===== src/rtl/uart_rx.sv =====
// -----------------------------------------------------------------------------
// uart_rx -- asynchronous serial receiver (start / DATA_BITS data LSB first /
// parity / stop), oversampled by an external baud tick.
//
// The line is brought into the clk domain by a 2-flop synchronizer. A
// synchronized falling edge while idle opens a frame. Each bit is sampled at
// its centre, counted in clk_tick pulses. The completed frame is presented as
// {parity_bit, data} together with a one-cycle valid strobe.
//
// Optional build macro:
//   UART_RX_MAJORITY_VOTE_EN  -- every bit decision (start validation included)
//                                is the 2-of-3 majority of three consecutive
//                                tick samples around the bit centre, instead
//                                of a single centre sample.
//
// Parameters:
//   OVERSAMPLE  clk_tick pulses per bit period (even, >= 4)
//   DATA_BITS   data bits per frame
//   PARITY_ODD  0 = even parity expected, 1 = odd parity expected
//
// Ports:
//   clk            system clock
//   rst            asynchronous reset, active low
//   clk_tick       one-clk-wide oversample strobe, synchronous to clk
//   rx_serial      asynchronous serial line, idle high
//   rx_data_byte   {received parity bit, data[DATA_BITS-1:0]}, held until
//                  the next completed frame
//   rx_data_avail  one-cycle strobe: rx_data_byte / error / frame_err valid
//   error          parity error for the last frame
//   frame_err      stop bit sampled low for the last frame
//   rx_active      high from start-edge detect until return to idle
// -----------------------------------------------------------------------------
module uart_rx #(
    parameter int OVERSAMPLE = 16,
    parameter int DATA_BITS  = 8,
    parameter int PARITY_ODD = 0
) (
    input  logic               clk,
    input  logic               rst,
    input  logic               clk_tick,
    input  logic               rx_serial,
    output logic [DATA_BITS:0] rx_data_byte,
    output logic               rx_data_avail,
    output logic               error,
    output logic               frame_err,
    output logic               rx_active
);

    localparam int CW = $clog2(OVERSAMPLE);
    localparam int BW = (DATA_BITS > 1) ? $clog2(DATA_BITS) : 1;

    localparam logic PAR_ODD = (PARITY_ODD != 0);

    // Frame FSM encoding
    localparam logic [2:0] S_IDLE   = 3'd0;
    localparam logic [2:0] S_START  = 3'd1;
    localparam logic [2:0] S_DATA   = 3'd2;
    localparam logic [2:0] S_PARITY = 3'd3;
    localparam logic [2:0] S_STOP   = 3'd4;
    localparam logic [2:0] S_DONE   = 3'd5;

    // Tick count at which the bit decision is taken. With majority voting the
    // decision lands on the third sample (one tick past centre); the start
    // decision therefore moves one tick later, which re-references all later
    // bit periods to centre+1 and keeps the spacing at OVERSAMPLE ticks.
`ifdef UART_RX_MAJORITY_VOTE_EN
    localparam logic [CW-1:0] START_LAST = CW'(OVERSAMPLE / 2);
`else
    localparam logic [CW-1:0] START_LAST = CW'(OVERSAMPLE / 2 - 1);
`endif
    localparam logic [CW-1:0] BIT_LAST   = CW'(OVERSAMPLE - 1);
    localparam logic [BW-1:0] IDX_LAST   = BW'(DATA_BITS - 1);

    // -------------------------------------------------------------------------
    // Input synchronizer and falling-edge detect
    // -------------------------------------------------------------------------
    logic [1:0] sync_q;
    logic       prev_q;
    logic       line;
    logic       fall;

    always_ff @(posedge clk or negedge rst) begin
        if (!rst) begin
            sync_q <= 2'b11;
            prev_q <= 1'b1;
        end else begin
            sync_q <= {sync_q[0], rx_serial};
            prev_q <= sync_q[1];
        end
    end

    assign line = sync_q[1];
    assign fall = prev_q & ~line;

    // -------------------------------------------------------------------------
    // State registers
    // -------------------------------------------------------------------------
    logic [2:0]           state_q,  state_d;
    logic [CW-1:0]        cnt_q,    cnt_d;
    logic [BW-1:0]        idx_q,    idx_d;
    logic [DATA_BITS-1:0] data_q,   data_d;
    logic                 par_q,    par_d;
    logic                 stop_q,   stop_d;
    logic [DATA_BITS:0]   byte_q,   byte_d;
    logic                 err_q,    err_d;
    logic                 ferr_q,   ferr_d;
    logic                 avail_q,  avail_d;
    logic                 active_q, active_d;

    // Value of the bit being decided on this tick.
    logic bit_val;

    // -------------------------------------------------------------------------
    // Bit value: majority of three samples, or the centre sample alone
    // -------------------------------------------------------------------------
`ifdef UART_RX_MAJORITY_VOTE_EN
    logic [CW-1:0] last_cnt;
    logic [1:0]    vote_q, vote_d;

    assign last_cnt = (state_q == S_START) ? START_LAST : BIT_LAST;

    // The first two samples are stored; the third is the live line value on
    // the decision tick.
    always_comb begin
        vote_d = vote_q;
        if (clk_tick && (state_q != S_IDLE) && (state_q != S_DONE)) begin
            if (cnt_q == last_cnt - CW'(2)) vote_d[0] = line;
            if (cnt_q == last_cnt - CW'(1)) vote_d[1] = line;
        end
    end

    always_ff @(posedge clk or negedge rst) begin
        if (!rst) vote_q <= 2'b11;
        else      vote_q <= vote_d;
    end

    assign bit_val = (vote_q[0] & vote_q[1]) |
                     (vote_q[0] & line)      |
                     (vote_q[1] & line);
`else
    assign bit_val = line;
`endif

    // -------------------------------------------------------------------------
    // Frame FSM
    // -------------------------------------------------------------------------
    always_comb begin
        state_d  = state_q;
        cnt_d    = cnt_q;
        idx_d    = idx_q;
        data_d   = data_q;
        par_d    = par_q;
        stop_d   = stop_q;
        byte_d   = byte_q;
        err_d    = err_q;
        ferr_d   = ferr_q;
        avail_d  = 1'b0;
        active_d = active_q;

        case (state_q)
            S_IDLE: begin
                // Edge detect runs every clk; a tick is not needed to open
                // a frame.
                if (fall) begin
                    state_d  = S_START;
                    cnt_d    = '0;
                    active_d = 1'b1;
                end
            end

            S_START: begin
                if (clk_tick) begin
                    if (cnt_q == START_LAST) begin
                        cnt_d = '0;
                        if (bit_val) begin
                            // Line back high at start centre: glitch, not a
                            // frame. Held outputs stay untouched.
                            state_d  = S_IDLE;
                            active_d = 1'b0;
                        end else begin
                            state_d = S_DATA;
                            idx_d   = '0;
                        end
                    end else begin
                        cnt_d = cnt_q + CW'(1);
                    end
                end
            end

            S_DATA: begin
                if (clk_tick) begin
                    if (cnt_q == BIT_LAST) begin
                        cnt_d         = '0;
                        data_d[idx_q] = bit_val;
                        if (idx_q == IDX_LAST) state_d = S_PARITY;
                        else                   idx_d   = idx_q + BW'(1);
                    end else begin
                        cnt_d = cnt_q + CW'(1);
                    end
                end
            end

            S_PARITY: begin
                if (clk_tick) begin
                    if (cnt_q == BIT_LAST) begin
                        cnt_d   = '0;
                        par_d   = bit_val;
                        state_d = S_STOP;
                    end else begin
                        cnt_d = cnt_q + CW'(1);
                    end
                end
            end

            S_STOP: begin
                // Leaving at the stop-bit centre gives half a bit of margin to
                // catch a back-to-back start edge.
                if (clk_tick) begin
                    if (cnt_q == BIT_LAST) begin
                        cnt_d   = '0;
                        stop_d  = bit_val;
                        state_d = S_DONE;
                    end else begin
                        cnt_d = cnt_q + CW'(1);
                    end
                end
            end

            S_DONE: begin
                byte_d   = {par_q, data_q};
                err_d    = (^data_q) ^ par_q ^ PAR_ODD;
                ferr_d   = ~stop_q;
                avail_d  = 1'b1;
                active_d = 1'b0;
                cnt_d    = '0;
                state_d  = S_IDLE;
            end

            default: begin
                state_d  = S_IDLE;
                cnt_d    = '0;
                active_d = 1'b0;
            end
        endcase
    end

    always_ff @(posedge clk or negedge rst) begin
        if (!rst) begin
            state_q  <= S_IDLE;
            cnt_q    <= '0;
            idx_q    <= '0;
            data_q   <= '0;
            par_q    <= 1'b0;
            stop_q   <= 1'b0;
            byte_q   <= '0;
            err_q    <= 1'b0;
            ferr_q   <= 1'b0;
            avail_q  <= 1'b0;
            active_q <= 1'b0;
        end else begin
            state_q  <= state_d;
            cnt_q    <= cnt_d;
            idx_q    <= idx_d;
            data_q   <= data_d;
            par_q    <= par_d;
            stop_q   <= stop_d;
            byte_q   <= byte_d;
            err_q    <= err_d;
            ferr_q   <= ferr_d;
            avail_q  <= avail_d;
            active_q <= active_d;
        end
    end

    assign rx_data_byte  = byte_q;
    assign rx_data_avail = avail_q;
    assign error         = err_q;
    assign frame_err     = ferr_q;
    assign rx_active     = active_q;

endmodule


===== config.mk =====
export PLATFORM = sky130hd
export DESIGN_NAME = uart_rx
export DESIGN_NICKNAME = d
export VERILOG_FILES = /design/src/rtl/uart_rx.sv
export SDC_FILE = /design/constraint.sdc
export NUM_CORES = 1
export LEC_CHECK = 0
export CAP_MARGIN = 20
export CELL_PAD_IN_SITES_DETAIL_PLACEMENT = 0
export CELL_PAD_IN_SITES_GLOBAL_PLACEMENT = 1
export CORE_ASPECT_RATIO = 1.4
export CORE_MARGIN = 3
export CORE_UTILIZATION = 25
export DETAILED_ROUTE_END_ITERATION = 8
export HOLD_SLACK_MARGIN = 0.02
export PLACE_DENSITY = 0.49
export SLEW_MARGIN = 40
export SYNTH_ARGS = -nofsm -noshare
export SYNTH_HDL_FRONTEND = slang
export SYNTH_SLANG_ARGS = --single-unit

===== constraint.sdc =====
create_clock -name clk -period 1.74 [get_ports clk]
set_clock_uncertainty 0.1 [all_clocks]
set_input_delay 0.348 -clock clk [delete_from_list [all_inputs] [get_ports clk]]
set_output_delay 0.348 -clock clk [all_outputs]
set_load 0.1 [all_outputs]

==> metrics.md <==
| Metric | Value |
|---|---|
| Status | `complete, but fails checks` |
| Violated checks | `setup timing` |
| Rel. slew slack | `76.4%` |
| Number of global-route vias before repair | `between 1000 and 1500` |
| Hold worst-path end | `sync_q[1]` |
| Seq pwr share | `between 30% and 40%` |
| Critical-path maximum fanout | `8` |
| Clk network pwr share | `19.1%` |
| CP arrival | `around 1.8 ns` |
| Top FF cell, synth | `dfrtp_1` |
| Worst-path clk slew | `approximately 0.070 ns` |
| P per Cell Area | `1240 mW/mm^2` |
| CP startpoint kind | `register` |
| Synth Net Count | `165` |
| Critical Path End Type | `register` |
| Min cycle time layout | `1.76 ns` |
| Power, Total | `3.43 mW` |
| Peak VDD IR | `0.513 mV` |
| Psw | `1.27 mW` |
| Final setup fails | `2` |
| Synth warn | `0` |
| Simple-gate portion of the synthesized area | `around 17%` |
| Async set-or-reset flop fraction in the synthesized netlist | `100%` |
| Most frequent cells in the layout | `buf_4, dfrtp_1, buf_12, mux2_2, nor2_1` |
| Clk_lat worst skew | `0.28 ns` |
| Post-synthesis mux area share | `15.1%` |
| Core ar. | `0.00716 mm^2` |
| Worst Reg-to-Reg Cells | `4` |
| # nets final | `219` |
| Sequential fraction of the synthesis area | `between 40% and 50%` |
| RSZ-0062 raised after global routing | `true` |
| Routed met2 length | `2.16 mm` |
| Reg2reg start | `state_q[1]` |
| Synth cell types | `52` |
| Largest family of logic cells by synthesized area | `simple AND/OR/NAND/NOR gates` |
| DR top layer | `met4` |
| Int Pwr | `about 2.2 mW` |
| Hold depth | `0` |
| Die area | `about 0.0087 mm^2` |
| WL met3 | `126 um` |
| CTS tree | `done` |
| Placement Cell Area | `around 0.0025 mm^2` |
| R2R Setup Slk | `-0.02 ns` |
| Post-Syn Area per Cell | `12.0 um^2` |
| Maximum clock rate | `568 MHz` |
| Sw Ratio | `36.9%` |
| Global placer's final weighted congestion | `between 0.7 and 0.8` |
| Synthesized area | `0.00190 mm^2` |
| Post-route insts no fill | `308` |
| Initial Utilization | `26.5%` |
| Die Ht | `109 um` |
| Synthesis-to-layout area growth | `45.9%` |
| Most common cell after layout, fill and taps aside | `buf_4` |
| Die width | `79.6 um` |
| GR Overflow Total | `0` |
| DR vias | `between 1000 and 1500` |
| Max Cap Violations | `0` |
| Routed WL | `4.15 mm` |
| Post-DP HPWL | `3.19 mm` |
| First-pass DRT Iterations | `4` |
| Ratio of final minimum period to clock period | `101%` |
| Crit-path max cell delay | `0.46 ns` |
| # clock sinks | `36` |
| TritonCTS Buffers | `5` |
| Initial DRC Count | `~50` |
| IO buf count | `16` |
| Largest net degree at the start of global routing | `15` |
| TNS Setup | `-0.0275 ns` |
| Diodes inserted | `0` |
| Final worst slack | `-0.0216 ns` |
| Metal1 wirelength | `1.79 mm` |
| Final Instance Area | `0.00277 mm^2` |
| Row cnt | `36` |
| Number of flops mapped to enable cells by yosys | `0` |
| Post-synthesis instance total | `approximately 160` |
| First-pass GRT wire length | `just over 7 mm` |
| Setup WS pre-CTS | `-0.307 ns` |
| Fill count | `692` |
| Antenna-violating nets left | `0` |
| H-tree depth | `2` |
| DRC viols | `0` |
| Initial antenna violation count | `0` |
| Setup Crit Path Kind | `reg -> reg` |
| Synth Area in XOR/XNOR | `3.96%` |
| Combinational share of power | `48.7%` |
| Worst-margin pin slew | `around 0.35 ns` |
| Placed insts | `292` |
| Share of layout cells above drive strength 1 | `51.6%` |
| WL per Instance | `13.5 um` |
| Utilization after layout | `38.6%` |
| Worst path slowest cell | `dfrtp_2` |
| Slew Limit Fails | `0` |
| Crit-path cells | `and4bb_2 > o21ai_4 > a211oi_2 > mux2_1` |
| Maximum buffer depth of the clock tree | `2` |
| FF+latch count, synth | `36` |
| Adder-cell area share of the yosys netlist | `under 10%` |
| Hold_ws | `between 0.2 and 0.3 ns` |
| I/O pins | `17` |
| Hold Vio Cnt, Final | `0` |
| FF-to-FF End | `state_q[0]` |
| Post-synthesis compound-gate area fraction | `10.4%` |
| Root buffer cell | `clkbuf_8` |
| GRT Total Usage | `10.6%` |
| Worst EP required | `1.81 ns` |
| Path category of the worst min-delay check | `reg -> reg` |
| Min-delay src | `sync_q[0]` |
| Vias per cell | `around 4.4` |
| Leakage | `1.27 nW` |
-- timing repair --
action | 4_1_cts | 5_1_grt
buffers inserted | 3 | 4
endpoints found under the hold margin | 12 | 0
pin swaps | 6 | 3
hold buffers | 1 | 0
setup endpoints to repair | 18 | 18
gates cloned | 0 | 0
resized for setup | 9 | 18
-- worst max-delay path by stage --
stage / start / endpoint / slack, ns / cells past startpoint
floorplan: cnt_q[0] / state_q[0] / 0.003 / 5
global placement: clk_tick / data_q[5] / -0.27 / 5
detailed placement: clk_tick / data_q[5] / -0.31 / 5
CTS: clk_tick / data_q[5] / -0.03 / 5
global route: cnt_q[1] / state_q[0] / -0.09 / 5
finish: state_q[1] / state_q[0] / -0.02 / 4
-- routing by layer --
layer / global-route usage [%] / vias to the layer above
met5: 0 / -
li1: - / 668
met2: 18.4 / 17
met4: 4.05 / 0
met1: 12.7 / 657
met3: 2.07 / 7
-- flip-flops by register name, summed over array words and instances, names as in the netlist, 2 cells and up --
register,flops
rx_data_byte,9
data_q,8
cnt_q,4
idx_q,3
state_q,3
sync_q,2
-- synth_stat cells, types with 2 or more instances --
master / number / share of area, %
and2_1: 2 / 0.66
mux2i_1: 2 / 1.1
nand3_1: 4 / 1.1
dfstp_2: 3 / 4.2
nor2_1: 11 / 2.2
a31oi_1: 2 / 0.66
buf_6: 3 / 1.8
inv_1: 5 / 0.99
buf_2: 3 / 0.79
ha_1: 3 / 2.0
o211a_1: 2 / 1.1
o2bb2ai_1: 2 / 0.92
xnor2_1: 4 / 1.8
nor3_1: 5 / 1.3
xor2_1: 2 / 0.92
mux2_2: 15 / 8.9
o21ai_0: 2 / 0.53
dfrtp_1: 33 / 44
nand2b_1: 2 / 0.66
o21ai_1: 2 / 0.53
mux2_4: 5 / 4.0
and3_1: 2 / 0.66
nand2_1: 12 / 2.4
o21bai_1: 2 / 0.79
mux2_1: 2 / 1.2
nor2b_1: 2 / 0.66
-- critical path: cells and delay by family (launching register included) --
family	cells	cell delay, ns
AOI/OAI and AO/OA	2	0.36
muxes	1	0.34
and+or+nand+nor	1	0.37
DFF	1	0.46
-- cells by family after synthesis --
group / Yosys count
and+or+nand+nor: 54
DFF: 36
muxes: 24
AOI/OAI and AO/OA: 22
buffers and inverters: 12
xor gates and xnor gates: 7
adders and majority gates: 3
-- cell type report --
cell class / instances / area (um^2) / area share, %
tap: 95 / 119 / 4.30
clock buffer: 8 / 100 / 3.62
sequential: 36 / 907 / 32.8
inverter: 5 / 18.8 / 0.678
multi-input combinational: 110 / 1020 / 37.0
timing repair buffer: 54 / 597 / 21.6
-- power groups by stage --
stage | logic [mW] | registers (mW) | clock network (mW)
6_report | 1.67 | 1.10 | 0.653
5_1_grt | 1.81 | 1.13 | 0.720
4_1_cts | 1.51 | 1.10 | 0.682
3_5_place_dp | 1.45 | 1.11 | 0
3_3_place_gp | 1.43 | 1.11 | 0
2_1_floorplan | 0.774 | 1.20 | 0
No activity file was read; power rests on OpenSTA's default activity.
